File: src/rtl/button_conditioner.sv
// rtl/button_conditioner.sv - three-button synchronizer, debouncer, press detector and go/up latches
//
// Optional feature macro: BUTTON_AUTOREPEAT_EN (auto-repeat on button 2).
//
// Ports:
//   clk        - system clock, all flops on rising edge
//   reset_n    - synchronous active-low reset
//   bt_raw     - [2:0] asynchronous raw buttons, active-low
//   level      - [2:0] debounced state, active-high
//   press_tick - [2:0] one-cycle pulse per accepted press
//   clear_tick - copy of press_tick[0] (stopwatch clear)
//   go         - run/stop latch (toggled by button 1, cleared by button 0)
//   up         - count direction latch (toggled by button 2), 1 = up

module button_conditioner #(
    parameter int DB_COUNT     = 240000,
    parameter int DB_WIDTH     = 18,
    parameter int REPEAT_COUNT = 3000000
) (
    input  logic       clk,
    input  logic       reset_n,
    input  logic [2:0] bt_raw,
    output logic [2:0] level,
    output logic [2:0] press_tick,
    output logic       clear_tick,
    output logic       go,
    output logic       up
);

    localparam logic [DB_WIDTH-1:0] DB_LAST = DB_WIDTH'(DB_COUNT - 1);

    logic [2:0] sync1;
    logic [2:0] sync2;
    logic [2:0] s;
    logic [2:0] level_prev;
    logic [2:0] rise;
    logic       rep_fire;

    // Synchronizer idles at 1 so that reset looks like "all released".
    always_ff @(posedge clk) begin
        if (!reset_n) begin
            sync1 <= 3'b111;
            sync2 <= 3'b111;
        end else begin
            sync1 <= bt_raw;
            sync2 <= sync1;
        end
    end

    assign s = ~sync2;

    // Per-button debouncer: any sample equal to the accepted level restarts
    // the count, so only DB_COUNT consecutive differing samples are accepted.
    for (genvar i = 0; i < 3; i++) begin : g_db
        logic [DB_WIDTH-1:0] cnt;
        logic                lvl_q;

        always_ff @(posedge clk) begin
            if (!reset_n) begin
                cnt   <= '0;
                lvl_q <= 1'b0;
            end else if (s[i] == lvl_q) begin
                cnt <= '0;
            end else if (cnt == DB_LAST) begin
                lvl_q <= s[i];
                cnt   <= '0;
            end else begin
                cnt <= cnt + 1'b1;
            end
        end

        assign level[i] = lvl_q;
    end

    assign rise = level & ~level_prev;

`ifdef BUTTON_AUTOREPEAT_EN
    localparam int RW = (REPEAT_COUNT > 1) ? $clog2(REPEAT_COUNT) : 1;
    localparam logic [RW-1:0] REP_LAST = RW'(REPEAT_COUNT - 1);

    logic [RW-1:0] rep_cnt;

    // Phase-aligned to the initial tick: the counter is zeroed on the cycle
    // the rising edge is detected, so each repeat lands REPEAT_COUNT cycles
    // after the previous tick.
    always_ff @(posedge clk) begin
        if (!reset_n || !level[2] || rise[2]) begin
            rep_cnt <= '0;
        end else if (rep_cnt == REP_LAST) begin
            rep_cnt <= '0;
        end else begin
            rep_cnt <= rep_cnt + 1'b1;
        end
    end

    assign rep_fire = level[2] && level_prev[2] && (rep_cnt == REP_LAST);
`else
    assign rep_fire = 1'b0;
`endif

    // Tick stage: pulses appear the cycle after the debounced level rises.
    always_ff @(posedge clk) begin
        if (!reset_n) begin
            level_prev <= 3'b000;
            press_tick <= 3'b000;
            clear_tick <= 1'b0;
        end else begin
            level_prev <= level;
            press_tick <= {rise[2] | rep_fire, rise[1], rise[0]};
            clear_tick <= rise[0];
        end
    end

    // Clear has priority over run/stop when both land in the same cycle.
    always_ff @(posedge clk) begin
        if (!reset_n) begin
            go <= 1'b0;
            up <= 1'b1;
        end else begin
            if (press_tick[0]) begin
                go <= 1'b0;
            end else if (press_tick[1]) begin
                go <= ~go;
            end
            if (press_tick[2]) begin
                up <= ~up;
            end
        end
    end

endmodule

File: config.mk
export PLATFORM = sky130hd
export DESIGN_NAME = button_conditioner
export DESIGN_NICKNAME = d
export VERILOG_FILES = /design/src/rtl/button_conditioner.sv
export SDC_FILE = /design/constraint.sdc
export NUM_CORES = 1
export LEC_CHECK = 0
export CORE_MARGIN = 2
export CORE_UTILIZATION = 41
export CTS_CLUSTER_DIAMETER = 120
export DETAILED_ROUTE_END_ITERATION = 10
export GPL_TIMING_DRIVEN = 0
export SKIP_CTS_REPAIR_TIMING = 1
export SLEW_MARGIN = 25
export SYNTH_ARGS = -nofsm -noshare
export SYNTH_HDL_FRONTEND = slang
export SYNTH_SLANG_ARGS = --single-unit
File: constraint.sdc
create_clock -name clk -period 3.7 [get_ports clk]
set_input_delay 0.74 -clock clk [delete_from_list [all_inputs] [get_ports clk]]
set_output_delay 0.74 -clock clk [all_outputs]
set_load 0.01 [all_outputs]
## Word-level counts from Yosys, hierarchy flattened

Cells that the tools add are included.

| word-level totals | value |
|---|---|
| memories | 0 |
| latch bits | 0 |
| word-level logic and storage cells | 38 |
| output and inout port bits | 9 |
| RAM bits | 0 |
| register bits after elaboration | 72 |
| ROM bits | 0 |

| operators by class | value |
|---|---|
| multiplexer cells | 0 |
| reduce and logical (&&, ||, !) cells | 7 |
| divide/modulo/power cells | 0 |
| $lt $le $gt $ge | 0 |
| add/sub/neg operators | 3 |
| shifts and indexed selects | 0 |
| equal/unequal tests | 6 |
| $mul | 0 |
| bitwise logic cells | 9 |

Operators with widths:

| kind | number |
|---|---|
| $add A18 B1 Y18 const B | 3 |
| $eq A18 B18 Y1 const B | 3 |
| $reduce_or A3 Y1 | 3 |
| $not A1 Y1 | 6 |
| $not A3 Y3 | 2 |
| $reduce_and A2 Y1 | 3 |
| $and A3 B3 Y3 | 1 |
| $eq A1 B1 Y1 | 3 |
| $reduce_or A2 Y1 | 1 |

## Logic depth before layout (Yosys ltp)

Gate-level depths: netlist of the first run.

| logic depth | value |
|---|---|
| depth in word-level cells | 4 |
| depth in mapped cells | 6 |
| depth with buffers taken out | 5 |

## Worst setup path before layout of the first run

No wires, ideal clock.

| timing | value |
|---|---|
| path type | reg2reg |
| from | reg g_db[1].cnt[0] |
| to | reg g_db[1].cnt[10] |
| stages on the path, launching flop included | 7 |
| data arrival time | 1643 ps |
| setup time | 117 ps |
| path slack | 1940 ps |
| buffers on the path | 1 |
| cell sequence | dfxtp_1 -> ha_1 -> nand2_1 -> or2_2 -> o31ai_4 -> buf_2 -> nor2_1 |

| on the way | value |
|---|---|
| longest elaborated chain between the ends | 2 |
| elaborated cells on any way between the ends | 3 |

RTL lines:

| what | RTL line | source |
|---|---|---|
| from (decl) | 55 | `logic [DB_WIDTH-1:0] cnt;` |
| from (signal assigned) | 68 | `cnt <= cnt + 1'b1;` |
| branches (longest 2 deep; another with $add A18 B1 Y18) | n/a |  |

Several ways; the timed one is not identified.
A chain may end at the register's enable or synchronous reset.

## Final worst setup path of the first run

| timing | value |
|---|---|
| from | reg g_db[2].lvl_q |
| to | out level[2] |

RTL lines:

| what | RTL line | source |
|---|---|---|
| from (decl) | 56 | `logic lvl_q;` |
| from (signal assigned) | 65 | `lvl_q <= s[i];` |
| to (decl) | 23 | `output logic [2:0] level,` |

No word-level cell between the ends.

==> summary.md, run 1 <==
| Metric | Value |
|---|---|
| Clock Sinks | between 70 and 80 |
| Yosys cell types | 35 |
| Hpwl dp | about 3600 um |
| Die ar. | around 8000 um^2 |
| FP Rows | 31 |
| Vias | ~2200 |
| Die height | about 90 um |
| Arrival time worst endpoint | 1.37 ns |
| Met1 Routed Length | 2620 um |
| Final Net Count | 360 |
| Fillers | 683 |
| Initial Util | between 40% and 50% |
| Psw | roughly 0.3 mW |
| WL/cell | ~11 um |
| Setup crit start kind | flip-flop |
| Fraction of layout cells with a size suffix above 1 | 8.96% |
| Power density over the cells | roughly 440 nW/um^2 |
| Gate power share | under 10% |
| Critical path class | reg2out |
| Syn_area_per_cell | between 9 and 10 um^2 |
| Sw Ratio | between 15 and 20% |
| PnR Total Power | approximately 1.6 mW |
| CP required | between 2 and 3 ns |
| DRC Markers | 0 |
| Synth Flop Type | dfxtp_1 |
| Yosys reg bits | 71 |
| Final ANT Viol Nets | 0 |
| First-pass DRT Iterations | 4 |
| Syn Inst Count | between 300 and 400 |
| CTS tree | built |
| Fin crit share | between 50% and 60% |
| First-pass GRT wire length | around 9000 um |
| Async set-reset flop share out of synthesis | 0% |
| Final Critical Period | roughly 2.1 ns |
| CTS root buf | clkbuf_8 |
| Sequential share of power | between 40% and 50% |
| Core ar. | 7180 um^2 |
| Slew HR | between 60% and 70% |
| Max frequency | roughly 470 MHz |
| RSZ-0062 raised after global routing | false |
| DR top layer | met4 |
| Syn nets | between 300 and 400 |
| Routability cong. | 0.836 |
| Setup TNS Final | 0 ns |
| Outcome | finished clean |
| Max-slew violations | 0 |
| Max-cap violations | 0 |
| Worst-Skew Late Latency | between 0.3 and 0.4 ns |
| Largest net degree at the start of global routing | 14 |
| Clock power frac | between 40% and 50% |
| Final wirelength | 5160 um |
| Clock skew | 0.00793 ns |
| CP endpoint kind | output port |
| Number of global-route vias before repair | between 1500 and 2000 |
| Placed Area | between 3000 and 4000 um^2 |
| DR vias/cell | 4.90 |
| Worst-Margin Slew | slightly above 0.5 ns |
| R2R setup slack | approximately 1.6 ns |
| Place WS | 1.28 ns |
| Met2 WL | ~2300 um |
| ANT cells | 0 |
| Worst-path clk slew | 0.07 ns |
| Sequential fraction of the synthesis area | between 40% and 50% |
| Input/output buffers | 13 |
| Internal power | 1.25 mW |
| EDFF count, synth | 0 |
| Gr ovfl total | 0 |
| Ys Warns | 0 |
| Leakage | approximately 1.1 nW |
| Setup violators final | 0 |
| CP Max Fanout | 3 |
| Final setup margin | 1.59 ns |
| Number of hold violations in the final report | 0 |
| Antenna violations before repair | 0 |
| Overall routing resource usage | between 10% and 20% |
| Worst Hold Class | reg2reg |
| Peak supply drop | 0.190 mV |
| Met3 routed WL | about 140 um |
| Bufs on Longest Clock Path | 2 |
| Area Growth Syn to Fin | 16.9% |
| Synth top area share | between 40% and 50% |
| I/O pin cnt | 14 |
| Die Wd | between 80 and 90 um |
| Top post-synthesis cells by area | dfxtp_1 (47%), xnor2_1 (11%), nor2_1 (7.0%), nand4_1 (3.8%), nor4_1 (3.8%) |
| Synthesized area | around 3000 um^2 |
| Post-synth top area cell | dfxtp_1 |
| Iter 0 DRT Violations | 99 |
| H-tree depth | 3 |
| Cell area after layout | roughly 3500 um^2 |
| CTS Buf Count | 9 |
==> cell usage in the layout (no fill, tap or decap), drive strengths merged, types with 14 or more instances in the layout <==
master	count
clkbuf	14
dfxtp	71
nand2	21
nand3	15
nand4	20
nor2	56
nor4	18
xnor2	38
==> registers in the layout (all words and copies together), names as in the netlist <==
signal      count
g_db.lvl_q      3
level_prev      3
sync2           3
up              1
press_tick      3
sync1           3
g_db.cnt       54
go              1
==> kinds of logic after synthesis <==
logic type / synth area share, %
AND/OR/NAND/NOR: 30.0
XOR/XNOR: 14.6
AO/OA/AOI/OAI: 2.04
adder cells (fa/ha/maj): 1.25
flip-flops: 47.4
buffers and inverters: 3.42
multiplexers: 1.33
==> path summary, 6_finish.rpt <==
path,start,end,depth (start not counted)
worst min register to register,level_prev[2],press_tick[2],1
worst max register to register,g_db[0].cnt[0],g_db[0].cnt[11],6
worst max-delay path,g_db[2].lvl_q,level[2],2
worst min-delay path,level_prev[2],press_tick[2],1
==> final cells by class <==
cell class              instances  area [um^2]  share of cell area (%)
multi-input cells             235         1480                    42.1
plain buffers                  11         61.3                    1.75
clock inverters                 6          115                    3.28
inverters                      11         41.3                    1.18
flip-flops and latches         71         1420                    40.5
well taps                      99          124                    3.53
clock buffers                  10          138                    3.92
repair buffers                 13          130                    3.71
==> synth_stat cells, drive strengths merged, types with 3 or more instances <==
library cell,instances
o21ai,3
xor2,12
nor3,13
nor2,56
nand4,20
dfxtp,71
mux2i,4
buf,7
nand2b,9
inv,11
clkbuf,4
nor4,18
nand3,15
and2,3
ha,3
xnor2,38
and3,3
nand2,21
==> stage by stage <==
step,util [%],cells,hold slack (ns)
floorplan,-,328,0.368
CTS,48.9,456,0.387
detailed placement,45.4,440,0.376
finish,48.9,456,0.387
global placement,45.4,440,0.372
global route,48.9,456,0.397
==> routing by layer <==
layer | global-route usage [%] | up-vias
met2 | 20.7 | 30
met3 | 3.32 | 10
li1 | - | 1168
met4 | 8.01 | 0
met1 | 19.2 | 1026
met5 | 0 | -
==> worst max-delay path, stage by stage (launching register included) <==
cell	delay [ns]
dfxtp_1	0.38
buf_4	0.12
clkdlybuf4s50_1	0.52
==> power by group through the flow <==
stage | registers (mW) | clock network (mW) | logic, mW
finish | 0.769 | 0.764 | 0.0194
global route | 0.770 | 0.823 | 0.0219
CTS | 0.769 | 0.790 | 0.0203
detailed placement | 0.787 | 0 | 0.0202
global placement | 0.787 | 0 | 0.0199
floorplan | 0.787 | 0 | 0.0109
Power figures use the tool's default switching activity.
==> inputs of run 2 (changes only) <==
==> constraint.sdc (replaced) <==
create_clock -name clk -period 1.7 [get_ports clk]
set_input_delay 0.34 -clock clk [delete_from_list [all_inputs] [get_ports clk]]
set_output_delay 0.34 -clock clk [all_outputs]
set_load 0.01 [all_outputs]
==> summary.md, run 2 (synthesis results as in run 1) <==
| Metric | Value |
|---|---|
| PnR Total Power | 3.01 mW (+94%) |
| Vias | 2296 (+2.8%) |
| Die height | 89.6 um (unchanged) |
| Core ar. | 7180 um^2 (unchanged) |
| R2R setup slack | 0.04 ns (-1.55 ns) |
| Max frequency | approximately 600 MHz |
| Peak supply drop | 0.376 mV (+98%) |
| Power density over the cells | 813 nW/um^2 (+84%) |
| Initial Util | 41.8% (unchanged) |
| DR vias/cell | 4.92 (+0.35%) |
| Number of global-route vias before repair | 2033 (+1.7%) |
| Number of hold violations in the final report | 0 (unchanged) |
| Outcome | finished clean |
| CTS Buf Count | 9 (unchanged) |
| Die ar. | 8020 um^2 (unchanged) |
| Final wirelength | 5900 um (+14%) |
| Hold Startpoint | level_prev[0] |
| Reg-to-reg startpoint | g_db[0].cnt[3] |
| Gr ovfl total | 0 (unchanged) |
| Fin crit share | a little over nine tenths |
| Setup TNS Final | 0 ns (unchanged) |
| H-tree depth | 3 (unchanged) |
| Setup crit start kind | flip-flop |
| CP required | 1.98 ns (-0.98 ns) |
| Setup violators final | 0 (unchanged) |
| First-pass GRT wire length | 9330 um (+5.3%) |
| Worst-Margin Slew | 0.492 ns (-0.0161 ns) |
| CP endpoint kind | flip-flop |
| Max FFs per register | 54 (unchanged) |
| Hold path cells | 1 (unchanged) |
| Routability cong. | 0.842 (+0.73%) |
| Clock skew | 0.00795 ns (+0.0000257 ns) |
| Crit-path leading delay family | simple AND/OR/NAND/NOR gates |
| Most frequent cells in the layout | nor2_1 (56), dfxtp_1 (50), xnor2_1 (38) |
| Antenna violations before repair | 0 (unchanged) |
| Critical path class | reg2reg |
| Crit path cell chain | nand4_1, or4_4, or3_1, a21oi_1 |
| Commonest non-fill, non-tap cell in the layout | nor2_1 |
| Place WS | -0.339 ns (-1.62 ns) |
| First-pass DRT Iterations | 4 (unchanged) |
| Arrival time worst endpoint | 1.93 ns (+0.56 ns) |
| Final ANT Viol Nets | 0 (unchanged) |
| Placed Area | 3260 um^2 (+0.12%) |
| WL/cell | 12.6 um (+12%) |
| DRC Markers | 0 (unchanged) |
| I/O pin cnt | 14 (unchanged) |
| Max-slew violations | 0 (unchanged) |
| Hpwl dp | 3860 um (+5.8%) |
| Iter 0 DRT Violations | 92 (-7.1%) |
| Reg2Reg Depth | 4 (-2) |
| CP Max Fanout | 5 (+2) |
| FP Rows | 31 (unchanged) |
| Final Net Count | 372 (+3.3%) |
| Largest net degree at the start of global routing | 13 (-1) |
| Fillers | 677 (-0.88%) |
| CTS root buf | clkbuf_8 |
| Final Critical Period | ~1.7 ns |
| Bufs on Longest Clock Path | 2 (unchanged) |
| Cell area after layout | 3710 um^2 (+5.6%) |
| Max-cap violations | 0 (unchanged) |
| Overall routing resource usage | 15.2% (+1.0 points) |
| ANT cells | 0 (unchanged) |
| Area Growth Syn to Fin | 23.5% |
| Fraction of layout cells with a size suffix above 1 | 21.2% (+12 points) |
| Worst-Skew Late Latency | 0.34 ns (about the same) |
| Leakage | 1.23 nW (+12%) |
| Die Wd | 89.6 um (unchanged) |
| Reg-to-Reg End | g_db[0].cnt[17] |
| Worst hold endpoint | press_tick[0] |
| Most flops, register | g_db.cnt |
| Worst-path clk slew | 0.08 ns (about the same) |
| Slew HR | 67.2% (+1.4 points) |
| Buf/Inv on CP | 0 (-2) |
| Final setup margin | 0.0429 ns (-1.55 ns) |
| Worst path max stage delay | 0.57 ns (+0.05 ns) |
| CTS tree | built |
| Worst Hold Class | reg2reg |
| CP max stage cell | or4_4 |
| Input/output buffers | 13 (unchanged) |
| Clock Sinks | 71 (unchanged) |
==> run 2: how the worst max path moves through the flow <==
stage | start | to | slack (ns) | depth (start not counted)
4_1_cts | g_db[2].cnt[0] | g_db[2].cnt[8] | -0.34 | 6
3_5_place_dp | g_db[2].cnt[0] | g_db[2].cnt[16] | -0.34 | 6
3_3_place_gp | g_db[2].cnt[0] | g_db[2].cnt[9] | -0.32 | 6
2_1_floorplan | g_db[0].cnt[6] | g_db[0].cnt[17] | 0.04 | 4
5_1_grt | g_db[1].cnt[1] | g_db[1].cnt[16] | -0.01 | 7
6_report | g_db[0].cnt[3] | g_db[0].cnt[17] | 0.04 | 4
==> run 2: per-stage QoR <==
step                instances  util [%]  hold slack (ns)
CTS                       455      48.0            0.389
global route              467      51.6            0.408
finish                    467      51.6            0.383
global placement          440      45.4            0.372
floorplan                 328         -            0.368
detailed placement        440      45.4            0.379
==> run 2: layer usage <==
layer,up-vias,global-route usage [%],part of all wire (%)
met5,-,0,0
met4,0,8.28,1.6
met3,9,4.06,2.8
met2,41,23.1,46
met1,1054,19.6,49
li1,1192,-,-
==> run 2: area by class of cell <==
type / instances / area (um^2) / share of cell area (%)
clock buffer: 9 / 124 / 3.34
buffer: 10 / 80.1 / 2.16
timing repair buffer: 26 / 233 / 6.28
inverter: 11 / 41.3 / 1.11
sequential: 71 / 1470 / 39.6
tap: 99 / 124 / 3.34
multi-input combinational: 235 / 1570 / 42.5
clock inverter: 6 / 62.6 / 1.69
==> run 2: power breakdown <==
group / switching [mW] / internal, mW / total, mW
logic: 0.0252 / 0.0267 / 0.0519
clock network: 0.630 / 0.667 / 1.30
registers: 0.00534 / 1.66 / 1.66
==> inputs of run 3 (changes only) <==
--- a/config.mk
+++ b/config.mk
@@ -5,7 +5,6 @@
 export SDC_FILE = /design/constraint.sdc
 export NUM_CORES = 1
 export LEC_CHECK = 0
-export CORE_MARGIN = 2
 export CORE_UTILIZATION = 41
 export CTS_CLUSTER_DIAMETER = 120
 export DETAILED_ROUTE_END_ITERATION = 10
==> summary.md, run 3 (synthesis results as in run 1) <==
| Metric | Value |
|---|---|
| Worst Hold Class | reg2reg |
| PnR Total Power | 3.24 mW (+7.5%) |
| Max-slew violations | 0 (unchanged) |
| Final wirelength | 5560 um (-5.8%) |
| Peak supply drop | 0.486 mV (+29%) |
| Iter 0 DRT Violations | 63 (-32%) |
| Max-cap violations | 0 (unchanged) |
| Worst-Skew Late Latency | 0.35 ns (about the same) |
| ANT cells | 0 (unchanged) |
| Outcome | finished clean |
| Die ar. | 7670 um^2 (-4.4%) |
| Die Wd | 87.6 um (-2.2%) |
| CP max stage cell | clkdlybuf4s50_1 |
| Number of global-route vias before repair | 2084 (+2.5%) |
| Psw | 0.713 mW (+7.9%) |
| WL/cell | 12.0 um (-5.4%) |
| Setup violators final | 0 (unchanged) |
| CTS root buf | clkbuf_8 |
| Critical path class | reg2out |
| Max FFs per register | 54 (unchanged) |
| Most flops, register | g_db.cnt |
| Worst path max stage delay | 0.51 ns (-0.06 ns) |
| Internal power | 2.53 mW (+7.5%) |
| CP Max Fanout | 3 (-2) |
| Area Growth Syn to Fin | 24.8% |
| Final ANT Viol Nets | 0 (unchanged) |
| Worst hold slack | 0.379 ns (-0.00361 ns) |
| Arrival time worst endpoint | 1.30 ns (-0.63 ns) |
| Sw Ratio | 22.0% (+0.064 points) |
| Overall routing resource usage | 15.6% (+0.34 points) |
| Clock skew | 0.00751 ns (-0.000449 ns) |
| Leakage | 1.24 nW (+1.0%) |
| Hpwl dp | 3650 um (-5.3%) |
| CTS Buf Count | 9 (unchanged) |
| Power density over the cells | 864 nW/um^2 (+6.4%) |
| Commonest non-fill, non-tap cell in the layout | nor2_1 |
| Number of hold violations in the final report | 0 (unchanged) |
| FP Rows | 30 (-3.2%) |
| DRC Markers | 0 (unchanged) |
| Vias | 2303 (+0.30%) |
| I/O pin cnt | 14 (unchanged) |
| Worst-Margin Slew | 0.414 ns (-0.0782 ns) |
| CP endpoint kind | output port |
| Largest net degree at the start of global routing | 15 (+2) |
| Routability cong. | 0.796 (-5.4%) |
| CTS tree | built |
| Bufs on Longest Clock Path | 2 (unchanged) |
| Fraction of layout cells with a size suffix above 1 | 22.8% (+1.6 points) |
| Core ar. | 6940 um^2 (-3.2%) |
| H-tree depth | 3 (unchanged) |
| Slew HR | 72.4% (+5.2 points) |
| Die height | 87.6 um (-2.2%) |
| Place WS | -0.349 ns (-0.00993 ns) |
| Max frequency | 609 MHz (+0.92%) |
| Crit path cell chain | buf_4, clkdlybuf4s50_1 |
| Worst-path clk slew | 0.08 ns (about the same) |
| Clock Sinks | 71 (unchanged) |
| Gr ovfl total | 0 (unchanged) |
| Clock power frac | 47.1% (+4.0 points) |
| Final Net Count | 372 (unchanged) |
| First-pass GRT wire length | 9260 um (-0.74%) |
| DR vias/cell | 4.95 (+0.74%) |
| Most frequent cells in the layout | nor2_1 (56), dfxtp_1 (46), xnor2_1 (38) |
| Input/output buffers | 13 (unchanged) |
| Setup TNS Final | 0 ns (unchanged) |
| Gate power share | 1.6% (about the same) |
| CP required | 1.36 ns (-0.62 ns) |
| Fin crit share | 96.6% (-0.89 points) |
| Initial Util | 43.2% (+1.4 points) |
| Final setup margin | 0.0580 ns (+0.0152 ns) |
| Sequential share of power | 51.3% (-3.9 points) |
| Antenna violations before repair | 0 (unchanged) |
| Setup crit start kind | flip-flop |
| Final Critical Period | 1.64 ns (-0.0152 ns) |
| First-pass DRT Iterations | 4 (unchanged) |
## run 3: per-layer routing
metal	GRT usage (%)	vias up	share of wire [%]
met5	0	-	0
met4	5.81	0	1.1
met3	4.90	8	3.4
met2	25.3	26	47
met1	19.4	1079	48
li1	-	1190	-
## run 3: final cells by class
class	count	area, um^2
plain buffers	10	76.3
clock buffers	9	124
clock inverters	7	103
fillers	643	3200
inverters	11	41.3
multi-input cells	235	1580
flip-flops and latches	71	1470
well taps	96	120
repair buffers	26	233
## run 3: critical path: cells and delay by family, from the launching register on
| family | cells | cell delay [ns] |
|---|---|---|
| buffers and inverters | 2 | 0.61 |
| flip-flops | 1 | 0.34 |
## run 3: power groups by stage
stage | sequential, mW | clock, mW | combinational, mW
floorplan | 1.71 | 0 | 0.0243
global placement | 1.71 | 0 | 0.0422
detailed placement | 1.71 | 0 | 0.0424
finish | 1.66 | 1.52 | 0.0524
global route | 1.66 | 1.63 | 0.0577
CTS | 1.67 | 1.58 | 0.0425
## run 3: stage by stage
step / instances / util [%] / area [um^2]
global route: 465 / 54.0 / 3750
detailed placement: 437 / 46.9 / 3260
finish: 465 / 54.0 / 3750
floorplan: 328 / - / 3010
CTS: 453 / 50.1 / 3480
global placement: 437 / 46.9 / 3260
## run 3: path summary, 6_finish.rpt
check,from,depth (start not counted),slack [ns],endpoint
min reg2reg,level_prev[0],1,0.38,press_tick[0]
max,press_tick[0],2,0.06,press_tick[0]
max reg2reg,g_db[0].cnt[10],4,0.06,g_db[0].cnt[17]
min,level_prev[0],1,0.38,press_tick[0]
